$ cat config.mk
export PLATFORM = sky130hd
export DESIGN_NAME = serial_deser
export DESIGN_NICKNAME = d
export VERILOG_FILES = /design/src/rtl/serial_deser.sv
export SDC_FILE = /design/constraint.sdc
export NUM_CORES = 1
export LEC_CHECK = 0
export BUFFER_PORTS_ARGS = -buffer_cell sky130_fd_sc_hd__buf_2
export CAP_MARGIN = 40
export CORE_ASPECT_RATIO = 0.7
export CORE_MARGIN = 8
export CORE_UTILIZATION = 28
export DETAILED_ROUTE_END_ITERATION = 8
export GPL_ROUTABILITY_DRIVEN = 1
export GPL_TIMING_DRIVEN = 0
export PLACE_DENSITY_LB_ADDON = 0.1
export SYNTH_ARGS = -nofsm -noshare
export SYNTH_HDL_FRONTEND = slang
export SYNTH_SLANG_ARGS = --single-unit
$ cat constraint.sdc
create_clock -name clk -period 1.9 [get_ports clk]
set_input_delay 0.19 -clock clk [delete_from_list [all_inputs] [get_ports clk]]
set_output_delay 0.19 -clock clk [all_outputs]
set_load 0.005 [all_outputs]
$ cat src/rtl/serial_deser.sv
// Serial link receiver: deframes start/data/parity/stop frames into bytes, packs WORDS bytes
// little-endian into one word and holds it for a valid/ack handshake.
// Error pulses (parity, framing, overrun) and byte_valid are registered, one cycle wide.
module serial_deser #(
   parameter int unsigned DATA_W  = 8,
   parameter int unsigned WORDS   = 4,
   parameter int unsigned PARITY  = 1,
   parameter int unsigned TIMEOUT = 64
) (
   input  logic                    clk,
   input  logic                    nRst,
   input  logic                    rx,
   input  logic                    clear,
   input  logic                    word_ack,
   output logic [DATA_W*WORDS-1:0] word,
   output logic                    word_valid,
   output logic                    byte_valid,
   output logic                    parity_err,
   output logic                    frame_err,
   output logic                    overrun,
   output logic                    busy
);

   localparam int unsigned OUT_W = DATA_W * WORDS;
   localparam int unsigned BIT_W = (DATA_W > 1) ? $clog2(DATA_W) : 1;
   localparam int unsigned CNT_W = (WORDS > 1) ? $clog2(WORDS) : 1;
   localparam int unsigned TMO_W = $clog2(TIMEOUT + 1);

   localparam logic [BIT_W-1:0] BIT_LAST = BIT_W'(DATA_W - 1);
   localparam logic [CNT_W-1:0] CNT_LAST = CNT_W'(WORDS - 1);
   localparam logic [TMO_W-1:0] TMO_LAST = TMO_W'(TIMEOUT - 1);

   typedef enum logic [2:0] {
      StWaitIdle,
      StIdle,
      StData,
      StPar,
      StStop
   } state_e;

   state_e              state_q, state_d;
   logic [BIT_W-1:0]    bit_cnt_q, bit_cnt_d;
   logic [DATA_W-1:0]   shift_q, shift_d;
   logic                par_q, par_d;
   logic [CNT_W-1:0]    byte_cnt_q, byte_cnt_d;
   logic [TMO_W-1:0]    tmo_q, tmo_d;
   logic [OUT_W-1:0]    partial_q, partial_d;
   logic [OUT_W-1:0]    word_q, word_d;
   logic                word_valid_q, word_valid_d;
   logic                byte_valid_q, byte_valid_d;
   logic                parity_err_q, parity_err_d;
   logic                frame_err_q, frame_err_d;
   logic                overrun_q, overrun_d;
   logic                busy_q, busy_d;

   logic [OUT_W-1:0]    assembled;
   logic                parity_ok;

   // Next-state logic for the deframer, byte packer, handshake and idle timeout.
   always_comb begin
      state_d      = state_q;
      bit_cnt_d    = bit_cnt_q;
      shift_d      = shift_q;
      par_d        = par_q;
      byte_cnt_d   = byte_cnt_q;
      tmo_d        = tmo_q;
      partial_d    = partial_q;
      word_d       = word_q;
      word_valid_d = word_valid_q;
      byte_valid_d = 1'b0;
      parity_err_d = 1'b0;
      frame_err_d  = 1'b0;
      overrun_d    = 1'b0;

      // Partial word with the just-received byte dropped into its slot.
      assembled = partial_q;
      assembled[byte_cnt_q*DATA_W +: DATA_W] = shift_q;

      parity_ok = (PARITY == 0) || ((^shift_q ^ par_q) == 1'b0);

      // Ack retires the held word; a completion below may reload it in the same cycle.
      if (word_valid_q && word_ack) begin
         word_valid_d = 1'b0;
      end

      unique case (state_q)
         StWaitIdle: begin
            if (rx) begin
               state_d = StIdle;
            end
         end
         StIdle: begin
            if (!rx) begin
               state_d   = StData;
               bit_cnt_d = '0;
               tmo_d     = '0;
            end else if (byte_cnt_q != '0) begin
               if (tmo_q == TMO_LAST) begin
                  byte_cnt_d = '0;
                  tmo_d      = '0;
               end else begin
                  tmo_d = tmo_q + TMO_W'(1);
               end
            end else begin
               tmo_d = '0;
            end
         end
         StData: begin
            shift_d   = {rx, shift_q[DATA_W-1:1]};
            bit_cnt_d = bit_cnt_q + BIT_W'(1);
            if (bit_cnt_q == BIT_LAST) begin
               state_d = (PARITY != 0) ? StPar : StStop;
            end
         end
         StPar: begin
            par_d   = rx;
            state_d = StStop;
         end
         StStop: begin
            if (!rx) begin
               // Framing error wins over a parity error on the same frame.
               state_d     = StWaitIdle;
               frame_err_d = 1'b1;
            end else begin
               state_d = StIdle;
               if (!parity_ok) begin
                  parity_err_d = 1'b1;
               end else begin
                  byte_valid_d = 1'b1;
                  if (byte_cnt_q == CNT_LAST) begin
                     byte_cnt_d = '0;
                     if (!word_valid_q || word_ack) begin
                        word_d       = assembled;
                        word_valid_d = 1'b1;
                     end else begin
                        overrun_d = 1'b1;
                     end
                  end else begin
                     partial_d  = assembled;
                     byte_cnt_d = byte_cnt_q + CNT_W'(1);
                  end
               end
            end
         end
         default: begin
            state_d = StWaitIdle;
         end
      endcase

      // Flush overrides completion and ack; the held word value itself is kept.
      if (clear) begin
         state_d      = StWaitIdle;
         byte_cnt_d   = '0;
         tmo_d        = '0;
         word_valid_d = 1'b0;
         byte_valid_d = 1'b0;
         parity_err_d = 1'b0;
         frame_err_d  = 1'b0;
         overrun_d    = 1'b0;
      end

      busy_d = (state_d != StIdle) || (byte_cnt_d != '0);
   end

   // State and registered outputs; nRst is a synchronous active-high reset.
   always_ff @(posedge clk) begin
      if (nRst) begin
         state_q      <= StWaitIdle;
         bit_cnt_q    <= '0;
         shift_q      <= '0;
         par_q        <= 1'b0;
         byte_cnt_q   <= '0;
         tmo_q        <= '0;
         partial_q    <= '0;
         word_q       <= '0;
         word_valid_q <= 1'b0;
         byte_valid_q <= 1'b0;
         parity_err_q <= 1'b0;
         frame_err_q  <= 1'b0;
         overrun_q    <= 1'b0;
         busy_q       <= 1'b0;
      end else begin
         state_q      <= state_d;
         bit_cnt_q    <= bit_cnt_d;
         shift_q      <= shift_d;
         par_q        <= par_d;
         byte_cnt_q   <= byte_cnt_d;
         tmo_q        <= tmo_d;
         partial_q    <= partial_d;
         word_q       <= word_d;
         word_valid_q <= word_valid_d;
         byte_valid_q <= byte_valid_d;
         parity_err_q <= parity_err_d;
         frame_err_q  <= frame_err_d;
         overrun_q    <= overrun_d;
         busy_q       <= busy_d;
      end
   end

   assign word       = word_q;
   assign word_valid = word_valid_q;
   assign byte_valid = byte_valid_q;
   assign parity_err = parity_err_q;
   assign frame_err  = frame_err_q;
   assign overrun    = overrun_q;
   assign busy       = busy_q;

endmodule

Yosys cells after proc, flatten, opt, wreduce, memory -nomap -nowiden
Index checks and enable logic that the tools add are counted.

$add $sub $neg: 4. Equality and inequality tests: 9. Shift operators: 2. Mux-type cells: 30. Bitwise gates (word level): 5. Reductions and logical operators: 16.

Operators by type and width (number): $neg A5 Y34 (1); $shift A8 B34 Y32 const A (1); $shiftx A8 B34 Y32 (1); $bwmux W32 (1); $mux W7 (3); $mux W3 (5); $pmux W3 S5 (1); $mux W2 (7); $mux W1 (11); $reduce_xor A8 Y1 (1); $add A7 B1 Y7 const B (1); $eq A7 B6 Y1 const B (1); $eq A3 B2 Y1 const B (2); $eq A3 B3 Y1 const B (2); $pmux W3 S2 (1); $reduce_bool A2 Y1 (3); $reduce_or A6 Y1 (1); $reduce_and A5 Y1 (1); $not A1 Y1 (4); $pmux W2 S2 (1); $reduce_and A4 Y1 (1); $reduce_or A4 Y1 (1); $add A3 B1 Y3 const B (1); $eq A3 B1 Y1 const B (1); 12 further kinds (13).

Flip-flop bits (word level): 94. Input bits: 5. Output and inout port bits: 38. Logic and storage cells: 80.

Depth between registers and ports, before layout
Gate-level depths: netlist of the first run.

Word-level depth: 8. Gate-level depth with buffers: 7. Mapped depth without buffers: 6.

Worst setup path after synthesis of the first run
No wires, ideal clock.

Path type: register to register. From: register byte_cnt_q[0]. To: register partial_q[2]. Setup time: 72 ps. Arrival time: 1877 ps. Required time: 1828 ps. Slack: -49 ps. Cell stages (with the launch flop): 8. Buffers on the path: 1. Period minus slack after synthesis: 1949 ps. Cell sequence: dfxtp_1 -> inv_1 -> ha_1 -> nor4bb_1 -> clkbuf_1 -> a21oi_1 -> or2_2 -> mux2i_1.

Cells in the longest elaborated chain, start to end: 3. Elaborated cells between the ends (all ways): 7. Those cells by class: 1 x add/sub; 1 x eq/ne; 2 x shift; 1 x mux; 1 x bitwise; 1 x reduce/logical.

RTL lines: start: declaration (RTL line 45) `logic [CNT_W-1:0] byte_cnt_q, byte_cnt_d;`; start signal: assignment (RTL line 187) `byte_cnt_q <= byte_cnt_d;`; $neg A5 Y34 / $eq A2 B2 Y1 (equally long branches) (RTL line 77, 130); $shiftx A8 B34 Y32, or another cell as far along (RTL line 77) `assembled[byte_cnt_q*DATA_W +: DATA_W] = shift_q;`; $bwmux W32 / $reduce_and A4 Y1 (equally long branches); end signal: assignment (RTL line 189) `partial_q <= partial_d;`; end: declaration (RTL line 47) `logic [OUT_W-1:0] partial_q, partial_d;`.

Several ways; a longest one is shown, not always the timed one. A chain may end at the register's enable or synchronous reset.

Worst setup path after layout of the first run
From: register shift_q[7]. To: register word_q[17], in the netlist word[17].

Cells in the longest elaborated chain, start to end: 4. Elaborated cells between the ends (all ways): 6. Those cells by class: 1 x shift; 1 x mux; 2 x bitwise; 2 x reduce/logical.

RTL lines: start: declaration (RTL line 43) `logic [DATA_W-1:0] shift_q, shift_d;`; start signal: assignment (RTL line 185) `shift_q <= shift_d;`; $reduce_xor A8 Y1 (RTL line 79) `parity_ok = (PARITY == 0) || ((^shift_q ^ par_q) == 1'b0);`; $xor A1 B1 Y1 (RTL line 79); $not A1 Y1 (no source line); $reduce_and A5 Y1 (no source line); end signal: assignment (RTL line 190) `word_q <= word_d;`; end: declaration (RTL line 48) `logic [OUT_W-1:0] word_q, word_d;`.

Several ways; a longest one is shown, not always the timed one.

==> results.py, run 1 <==
metrics = {
    "run_status": {
        "status": "finished with violations",
        "violations": "negative setup slack",
    },
    "place": {
        "place_hpwl_mm": 8.49,
        "place_ws_ns": -0.435,
        "io_buffers": 42,
        "place.gp.congestion": 0.708,
    },
    "critical_path": {
        "cp-end-kind": "register",
        "critical_path_required_ns": 2.18,
        "crit_path_cell_trace": "buf_6, xnor2_2, xnor3_2, mux2i_4, buf_12, clkbuf_16, mux2i_1",
        "crit_slowest_cell": "xnor3_2",
        "cp-start-kind": "register",
        "crit_type": "register to register",
        "cp_top_family": "XOR/XNOR gates",
        "cp_max_fo": 8,
        "slowest_delay_ns": 0.48,
        "arrival_ns": 2.19,
        "path_buf_inv": 3,
        "rrSetupSlack_ns": -0.02,
    },
    "cts": {
        "cts_buffers": 9,
        "clock_latency_ns": 0.34,
        "cts_tree": "built",
        "clockBufferDepth": 2,
        "cts_sinks": 94,
        "cts-root-buf": "clkbuf_16",
        "clkSlewWorstSetupHoldPaths_ns": 0.07,
        "cts_hold_buffers": 0,
        "htreeDepth": 3,
    },
    "global_routing": {
        "grt.overflow.total": 0,
        "grt_start_max_net_pins": 15,
        "grt_pass1_vias": 3482,
        "grt_pass1_wl_mm": 19.6,
        "grt_use_total": 0.118,
        "antenna_found_initial": 1,
    },
    "timing": {
        "rsz0062_at_grt": "yes",
        "worst_pin_slew_ns": 0.560,
        "fin_skew_ns": 0.00417,
        "setup_viol": 15,
        "layout_setup_ws_ns": -0.0165,
        "period_share": 1.01,
        "clock.fmax_ghz": 0.522,
        "drv_slew": 0,
        "finalHoldWorstSlack_ns": 0.174,
        "hold_viol": 0,
        "fin_crit_ns": 1.92,
        "max_slew_margin": 0.627,
    },
    "layout": {
        "nNetsFinal": 573,
        "area_delta_synth_final_pct": 29.1,
        "drive_above_1_share": 0.346,
        "antenna_cells": 0,
    },
    "die": {
        "fp-row-count": 40,
        "start_util": 0.282,
        "chipWidth_um": 172,
        "core-area_um2": 17000,
        "die_height_um": 125,
        "die_area_um2": 21600,
        "io_pins": 43,
    },
    "power": {
        "peakVddDrop_mv": 0.376,
        "powerDensity_nw_per_um2": 674,
        "p_leak_nw": 2.76,
    },
    "yosys": {
        "synth_flop_cell": "dfxtp_1",
        "ys_seq_area_frac": 0.393,
        "synth_top_area_frac": 0.393,
        "synth_cell_types": 51,
        "syn_area_um2": 4780,
        "synth_top_area_cell": "dfxtp_1",
        "post_synth_inst_count": 483,
        "synthArstFlopShare": 0,
        "syn-num-nets": 497,
        "synth_warnings": 0,
        "synth_edf_count": 0,
        "syn_area_per_cell_um2": 9.91,
        "synthTopCellsByArea": "dfxtp_1, mux2i_1, nand2b_1",
        "ys_ff_latch": 94,
    },
    "detailed_routing": {
        "vias_per_cell": 4.41,
        "initialDrtViolationCount": 151,
        "antenna_left": 0,
        "num_vias": 3498,
        "dr.pass1.iters": 4,
        "drc": 0,
        "wl_per_cell_um": 16.0,
        "routed_wl_mm": 12.7,
    },
    "hold_path": {
        "hold_class": "primary input to register",
    },
    "flow_run": {
        "cap_violations": 0,
    },
}
## layer usage
| metal | vias up | wire, um | track usage |
|---|---|---|---|
| met3 | 7 | 462 | 0.0340 |
| met1 | 1682 | 6600 | 0.166 |
| met2 | 38 | 5550 | 0.172 |
| met4 | 0 | 97 | 0.0288 |
| met5 | - | 0 | 0 |
| li1 | 1771 | - | - |
## cell type report
| class | count | area, um^2 |
|---|---|---|
| Fill cell | 1689 | 10800 |
| Multi-Input combinational cell | 349 | 2790 |
| Sequential cell | 94 | 1900 |
| Timing Repair Buffer | 72 | 572 |
| Tap cell | 231 | 289 |
| Buffer | 29 | 262 |
| Clock buffer | 11 | 243 |
| Clock inverter | 4 | 95.1 |
| Inverter | 4 | 18.8 |
## path summary, 6_finish.rpt
path	start	to	cells past startpoint
hold / removal	rx	shift_q[7]	3
setup / recovery	shift_q[7]	word[17]	7
hold reg to reg	tmo_q[6]	tmo_q[6]	1
setup reg to reg	shift_q[7]	word[17]	7
## repair_timing
action                     CTS  global route
pin swaps                    1            12
buffers inserted             8            15
setup endpoints to repair   67            70
gates resized for setup     25            55
gates cloned                 2             4
## report_power, final
part           switching, W  total (W)  leakage [nW]  internal, W
clock              0.000776    0.00209         0.166      0.00131
sequential       0.00000416    0.00197         0.762      0.00196
combinational     0.0000668   0.000104          1.83    0.0000371
## sequential cells by signal, indices dropped and copies added (netlist names), 2 cells and up
name        cells
shift_q         8
word           32
bit_cnt_q       3
tmo_q           7
state_q         3
partial_q      32
byte_cnt_q      2
## through the flow
step / setup TNS (ns) / utilization / total power, W / cells / area [um^2]
after CTS: -5.53 / 0.344 / 0.00425 / 779 / 5830
after floorplan: 0 / - / 0.00208 / 483 / 4790
after detailed placement: -21.88 / 0.312 / 0.00213 / 757 / 5290
final: -0.128 / 0.364 / 0.00416 / 794 / 6180
after global routing: -2.62 / 0.364 / 0.00432 / 794 / 6180
after global placement: -21.46 / 0.312 / 0.00212 / 756 / 5290
## synthesized netlist by cell type, types with 3 or more instances
master,n
nor3_1,6
nor3b_1,3
nor2_1,14
or2b_2,21
inv_1,4
or2_2,34
nor2b_1,33
nor4bb_1,3
nand2b_1,46
mux2i_1,67
nand2_1,23
xor2_1,3
dfxtp_1,94
a21oi_1,45
clkbuf_1,23
buf_12,8
xnor2_1,3
ha_1,9
and3_1,3
nand3_1,3
## cells by family after synthesis
kind of cell,count (synthesis),share of synthesized area
simple gates,201,0.265
flops,94,0.393
mux,70,0.153
compound gates,58,0.0685
buf+inv,40,0.0641
xor+xnor,11,0.0327
fa+ha+maj,9,0.0235
## placed cells by master (no fill, tap or decap), types with 7 or more instances in the layout
master	Yosys	final
or2_2	34	11
nor2_1	14	14
nand2_1	23	23
dfxtp_1	94	88
buf_2	1	43
nand2b_1	46	46
or2_4	0	23
a21oi_2	0	7
nor2b_1	33	33
or2b_2	21	21
mux2i_1	67	66
clkbuf_1	23	16
clkbuf_16	0	13
buf_4	2	22
a21oi_1	45	38
buf_12	8	8
## worst min-delay path, delay by kind of cell
family,cells,cell delay (ns)
AO/OA/AOI/OAI,1,0.05
buffers and inverters,1,0.16
AND/OR/NAND/NOR,1,0.07
Note: power is estimated with default switching activity, not from simulation.
==> run 2: changes to the inputs <==
--- a/config.mk
+++ b/config.mk
@@ -5,6 +5,7 @@
 export SDC_FILE = /design/constraint.sdc
 export NUM_CORES = 1
 export LEC_CHECK = 0
+export ABC_AREA = 1
 export BUFFER_PORTS_ARGS = -buffer_cell sky130_fd_sc_hd__buf_2
 export CAP_MARGIN = 40
 export CORE_ASPECT_RATIO = 0.7
==> run 2 against run 1 <==
Net effect:
- the flow now finishes without violations
- critical endpoint is now partial_q[12]
- largest power group is now registers
- critical path depth is 7 higher
- clock skew increased by 0.0030 ns
- non-clock buffer count decreased by 10
- area after synthesis down 11%
- maximum frequency is 6.1% higher
- register-to-register slack improved by 0.11 ns
- sequential cell count unchanged
==> results.py, run 2 <==
metrics = {
    "critical_path": {
        "critical_path_required_ns": 2.13,
        "rr_worst_depth": 14,
        "slowest_delay_ns": 0.37,
        "crit_path_start": "shift_q[5]",
        "cp_max_fo": 10,
        "path_buf_inv": 3,
        "cp.depth": 14,
        "crit_type": "register to register",
        "cp-start-kind": "register",
        "cp_top_family": "simple AND/OR/NAND/NOR gates",
        "crit_path_cell_trace": "inv_2, nand2_1, nand2_2, nand2_1, nand2_2, nand3_1, nand3_2, nand2_4, nand3_4, nor2_8, inv_2, buf_4, nor2_2, nor2_1",
        "r2r-start": "shift_q[5]",
        "arrival_ns": 2.03,
        "crit_slowest_cell": "dfxtp_4",
        "cp-end-kind": "register",
    },
    "place": {
        "dp.cells": 831,
        "place.gp.congestion": 0.821,
        "placed_area_um2": 4710,
        "place_hpwl_mm": 8.87,
        "io_buffers": 40,
    },
    "yosys": {
        "synth_cell_types": 28,
        "synthTopCellsByCount": "dfxtp_1, inv_1, o21ai_0, nand2_1, nor2_1",
        "synth_top_area_cell": "dfxtp_1",
        "synthArstFlopShare": 0,
        "synthTopCellsByArea": "dfxtp_1, o21ai_0, inv_1",
        "yosysMostFrequentCell": "dfxtp_1",
        "synth_top_area_frac": 0.442,
        "syn-num-nets": 610,
        "syn_area_per_cell_um2": 7.15,
        "post_synth_inst_count": 596,
        "synth_warnings": 0,
        "syn_area_um2": 4260,
        "synth_edf_count": 0,
        "ys_seq_area_frac": 0.442,
        "synth_flop_cell": "dfxtp_1",
        "ys_ff_latch": 94,
    },
    "detailed_routing": {
        "antenna_left": 0,
        "drc": 0,
        "wl_per_cell_um": 14.3,
        "dr.pass1.iters": 5,
        "vias_per_cell": 4.62,
        "initialDrtViolationCount": 217,
        "routed_wl_mm": 12.5,
        "num_vias": 4031,
    },
    "timing": {
        "period_share": 0.951,
        "max_slew_margin": 0.596,
        "fin_crit_ns": 1.81,
        "setup_viol": 0,
        "worst_pin_slew_ns": 0.606,
        "drv_slew": 0,
        "hold_viol": 0,
        "fin_skew_ns": 0.00713,
        "rsz0062_at_grt": "yes",
        "clock.fmax_ghz": 0.553,
    },
    "layout": {
        "layout_commonest_cell": "dfxtp_1",
        "fin_area_um2": 5500,
        "drive_above_1_share": 0.262,
        "nNetsFinal": 686,
        "instances_no_fill": 872,
        "final_cell_mix": "dfxtp_1, inv_1, nand2_1, nor2_1, o21ai_0",
        "area_delta_synth_final_pct": 29.0,
    },
    "power": {
        "switchingPower_w": 0.000906,
        "p_int_w": 0.00315,
        "pwr-share-comb": 0.050,
        "total_power_w": 0.00406,
        "power_switching_share": 0.223,
        "clkPwrFrac": 0.463,
        "peakVddDrop_mv": 0.498,
        "powerDensity_nw_per_um2": 738,
        "power_frac_seq": 0.486,
        "p_leak_nw": 2.31,
    },
    "cts": {
        "cts_tree": "built",
        "cts_sinks": 94,
        "cts_buffers": 9,
        "clockBufferDepth": 2,
        "cts-root-buf": "clkbuf_16",
        "clkSlewWorstSetupHoldPaths_ns": 0.06,
        "htreeDepth": 3,
        "clock_latency_ns": 0.34,
    },
    "run_status": {
        "status": "completed",
    },
    "die": {
        "fp-row-count": 37,
        "die_area_um2": 19500,
        "die_height_um": 119,
        "core-area_um2": 14800,
        "start_util": 0.288,
        "io_pins": 43,
        "chipWidth_um": 163,
    },
    "global_routing": {
        "grt_pass1_vias": 3911,
        "antenna_found_initial": 0,
        "grt_start_max_net_pins": 20,
        "grt_pass1_wl_mm": 20.1,
        "grt.overflow.total": 0,
        "grt_use_total": 0.128,
    },
    "hold_path": {
        "hold_start": "clear",
        "hold_depth": 2,
        "hold_class": "primary input to register",
    },
    "flow_run": {
        "cap_violations": 0,
    },
}
[run 2: area by class of cell]
type / instances / area, um^2
clock inverter: 3 / 42.5
multi-input combinational: 384 / 2080
tap: 195 / 244
sequential: 94 / 1920
fill: 1538 / 9270
inverter: 92 / 369
buffer: 24 / 166
antenna: 1 / 2.50
clock buffer: 12 / 267
timing repair buffer: 67 / 410
[run 2: cell families (layout without fill, tap and decap cells)]
| logic type | Yosys count | after routing | synth area share |
|---|---|---|---|
| flip-flops | 94 | 94 | 0.442 |
| buffers and inverters | 119 | 198 | 0.110 |
| XOR/XNOR | 2 | 2 | 0.00411 |
| adder cells (fa/ha/maj) | 9 | 9 | 0.0264 |
| AND/OR/NAND/NOR | 208 | 209 | 0.216 |
| other | 0 | 1 | 0 |
| AO/OA/AOI/OAI | 164 | 164 | 0.202 |
[run 2: routing by layer]
| metal | up-vias | routed length [um] | GRT usage |
|---|---|---|---|
| met3 | 7 | 520 | 0.0306 |
| li1 | 2085 | - | - |
| met2 | 71 | 5260 | 0.187 |
| met4 | 0 | 80 | 0.0280 |
| met5 | - | 0 | 0 |
| met1 | 1868 | 6610 | 0.184 |
[run 2: power groups by stage]
stage | Sequential [W] | Clock [W] | Combinational (W)
finish | 0.00197 | 0.00188 | 0.000204
global route | 0.00197 | 0.00201 | 0.000227
CTS | 0.00198 | 0.00192 | 0.000179
detailed placement | 0.00203 | 0 | 0.000162
global placement | 0.00203 | 0 | 0.000161
floorplan | 0.00203 | 0 | 0.000114
[run 2: worst register-to-register path: stages, from the launching register on]
cell,delay [ns]
dfxtp_4,0.37
inv_2,0.06
nand2_1,0.06
nand2_2,0.06
nand2_1,0.08
nand2_2,0.07
nand3_1,0.08
nand3_2,0.11
nand2_4,0.12
nand3_4,0.10
nor2_8,0.17
inv_2,0.08
buf_4,0.18
nor2_2,0.11
nor2_1,0.06
[run 2: worst paths after layout]
| path | endpoint | slack [ns] |
|---|---|---|
| worst max-delay path | partial_q[12] | 0.09 |
| worst min-delay path | state_q[1] | 0.07 |
| worst max register to register | partial_q[12] | 0.09 |
| worst min register to register | word[22] | 0.44 |
[run 2: per-stage QoR]
step / worst slack [ns] / utilization / hold slack (ns) / setup TNS, ns
2_1_floorplan: 0.0591 / - / 0.269 / 0
3_3_place_gp: -0.522 / 0.319 / 0.418 / -17.98
3_5_place_dp: -0.526 / 0.319 / 0.421 / -18.22
4_1_cts: -0.000608 / 0.351 / 0.0617 / -0.000608
5_1_grt: -0.0195 / 0.372 / 0.0805 / -0.0810
6_report: 0.0931 / 0.372 / 0.0741 / 0
[run 2: timing repair]
| action | CTS | global route |
|---|---|---|
| pin swaps | 3 | 13 |
| setup buffers | 14 | 13 |
| hold buffers | 0 | 0 |
| setup endpoints to repair | 73 | 81 |
| endpoints found under the hold margin | 0 | 0 |
| cloned | 0 | 1 |
| resized for setup | 39 | 91 |
==> run 3: changes to the inputs <==
--- a/config.mk
+++ b/config.mk
@@ -8,7 +8,6 @@
 export ABC_AREA = 1
 export BUFFER_PORTS_ARGS = -buffer_cell sky130_fd_sc_hd__buf_2
 export CAP_MARGIN = 40
-export CORE_ASPECT_RATIO = 0.7
 export CORE_MARGIN = 8
 export CORE_UTILIZATION = 28
 export DETAILED_ROUTE_END_ITERATION = 8
==> run 3 against run 2 <==
Net effect:
- sequential cell count unchanged
- routed wire length up 1.1%
- first-iteration DRC count up 29%
- non-clock buffer count down 2
- cell count down 1.1%
- largest power group unchanged
- count of clock-buffer cells in the layout down 3
- sequential power about the same
- via count about the same
- combinational power about the same
- register-to-register slack worse by 0.02 ns
- clock power about the same
- critical path depth down 5
==> results.py, run 3 (synthesis results as in run 2) <==
metrics = {
    "layout": {
        "instances_no_fill": 862,
        "final_cell_mix": "dfxtp_1, inv_1, o21ai_0, nand2_1, nor2_1",
        "nNetsFinal": 683,
        "antenna_cells": 0,
        "drive_above_1_share": 0.283,
        "layout_commonest_cell": "dfxtp_1",
        "fillerInstances": 1574,
        "area_delta_synth_final_pct": 31.9,
    },
    "timing": {
        "rsz0062_at_grt": "yes",
        "max_slew_margin": 0.615,
        "worst_pin_slew_ns": 0.577,
        "fin_skew_ns": 0.00912,
        "drv_slew": 0,
        "fin_crit_ns": 1.83,
        "clock.fmax_ghz": 0.547,
        "period_share": 0.962,
        "setup_viol": 0,
        "hold_viol": 0,
    },
    "place": {
        "place.gp.congestion": 0.833,
        "io_buffers": 40,
        "place_hpwl_mm": 8.62,
        "dp.cells": 824,
    },
    "cts": {
        "clockBufferDepth": 2,
        "cts_tree": "built",
        "cts_hold_buffers": 0,
        "clkSlewWorstSetupHoldPaths_ns": 0.07,
        "cts_buffers": 9,
        "htreeDepth": 3,
        "cts-root-buf": "clkbuf_16",
        "cts_sinks": 94,
        "clock_latency_ns": 0.35,
    },
    "die": {
        "die_area_um2": 19400,
        "io_pins": 43,
        "core-area_um2": 15000,
        "chipWidth_um": 139,
        "die_height_um": 139,
        "start_util": 0.283,
        "fp-row-count": 45,
    },
    "power": {
        "power_switching_share": 0.241,
        "powerDensity_nw_per_um2": 717,
        "p_int_w": 0.00306,
        "p_leak_nw": 2.36,
        "power_frac_seq": 0.490,
        "peakVddDrop_mv": 0.511,
        "total_power_w": 0.00403,
        "switchingPower_w": 0.000970,
        "pwr-share-comb": 0.051,
        "clkPwrFrac": 0.459,
    },
    "global_routing": {
        "grt_use_total": 0.124,
        "antenna_found_initial": 0,
        "grt_pass1_wl_mm": 19.4,
        "grt_start_max_net_pins": 20,
        "grt_pass1_vias": 3783,
        "grt.overflow.total": 0,
    },
    "detailed_routing": {
        "num_vias": 4032,
        "initialDrtViolationCount": 279,
        "routed_wl_mm": 12.6,
        "wl_per_cell_um": 14.6,
        "dr.pass1.iters": 4,
        "antenna_left": 0,
        "vias_per_cell": 4.68,
        "drc": 0,
    },
    "critical_path": {
        "cp_max_fo": 11,
        "crit_type": "register to register",
        "cp-start-kind": "register",
        "cp-end-kind": "register",
        "arrival_ns": 2.11,
        "critical_path_required_ns": 2.18,
    },
    "flow_run": {
        "cap_violations": 0,
    },
    "hold_path": {
        "hold_class": "primary input to register",
    },
    "run_status": {
        "status": "completed",
    },
}
-- run 3: final cells by class --
type                       instances  area (um^2)  area share
multi-input combinational        383         2170       0.386
sequential                        94         1920       0.341
timing repair buffer              65          452      0.0804
inverter                          92          384      0.0683
tap                              188          235      0.0419
clock buffer                       9          225      0.0401
buffer                            24          166      0.0296
clock inverter                     7         73.8      0.0131
-- run 3: per-layer routing --
metal,global-route usage,wire length (um),vias to the layer above
met5,0,0,-
met4,0.0514,193,0
met3,0.0229,521,10
met2,0.200,5940,69
met1,0.159,5950,1881
li1,-,-,2072
-- run 3: worst max-delay path, stage by stage, from the launching register on --
cell,delay (ns)
dfxtp_4,0.40
clkinv_8,0.09
ha_4,0.33
inv_8,0.06
nor2_2,0.13
nand2_4,0.10
inv_2,0.08
a32oi_1,0.12
or2_2,0.33
a21oi_2,0.11
-- run 3: per-stage QoR --
stage | setup WS, ns | TNS, ns | util | area [um^2] | hold WS [ns]
floorplan | 0.0591 | 0 | - | 4260 | 0.269
global placement | -0.453 | -14.80 | 0.313 | 4700 | 0.420
detailed placement | -0.457 | -15.30 | 0.313 | 4700 | 0.419
CTS | 0.00389 | 0 | 0.344 | 5170 | 0.0364
global route | -0.0631 | -1.28 | 0.374 | 5620 | 0.0582
finish | 0.0723 | 0 | 0.374 | 5620 | 0.0512
-- run 3: repair_timing --
action,4_1_cts,5_1_grt
gates cloned,0,5
endpoints found under the setup margin,74,72
buffers inserted,14,6
resized for setup,41,122
pin swaps,3,9
-- run 3: worst paths after layout --
check | startpoint | endpoint | slack, ns | cells past startpoint
max | byte_cnt_q[0] | word[17] | 0.07 | 9
min | clear | state_q[1] | 0.05 | 2
max reg2reg | byte_cnt_q[0] | word[17] | 0.07 | 9
min reg2reg | word[18] | word[18] | 0.44 | 2
-- run 3: power by group through the flow --
stage | registers (W) | logic, W | clock network [W]
global placement | 0.00203 | 0.000161 | 0
global route | 0.00198 | 0.000229 | 0.00201
floorplan | 0.00203 | 0.000114 | 0
CTS | 0.00198 | 0.000181 | 0.00192
finish | 0.00197 | 0.000206 | 0.00185
detailed placement | 0.00203 | 0.000162 | 0
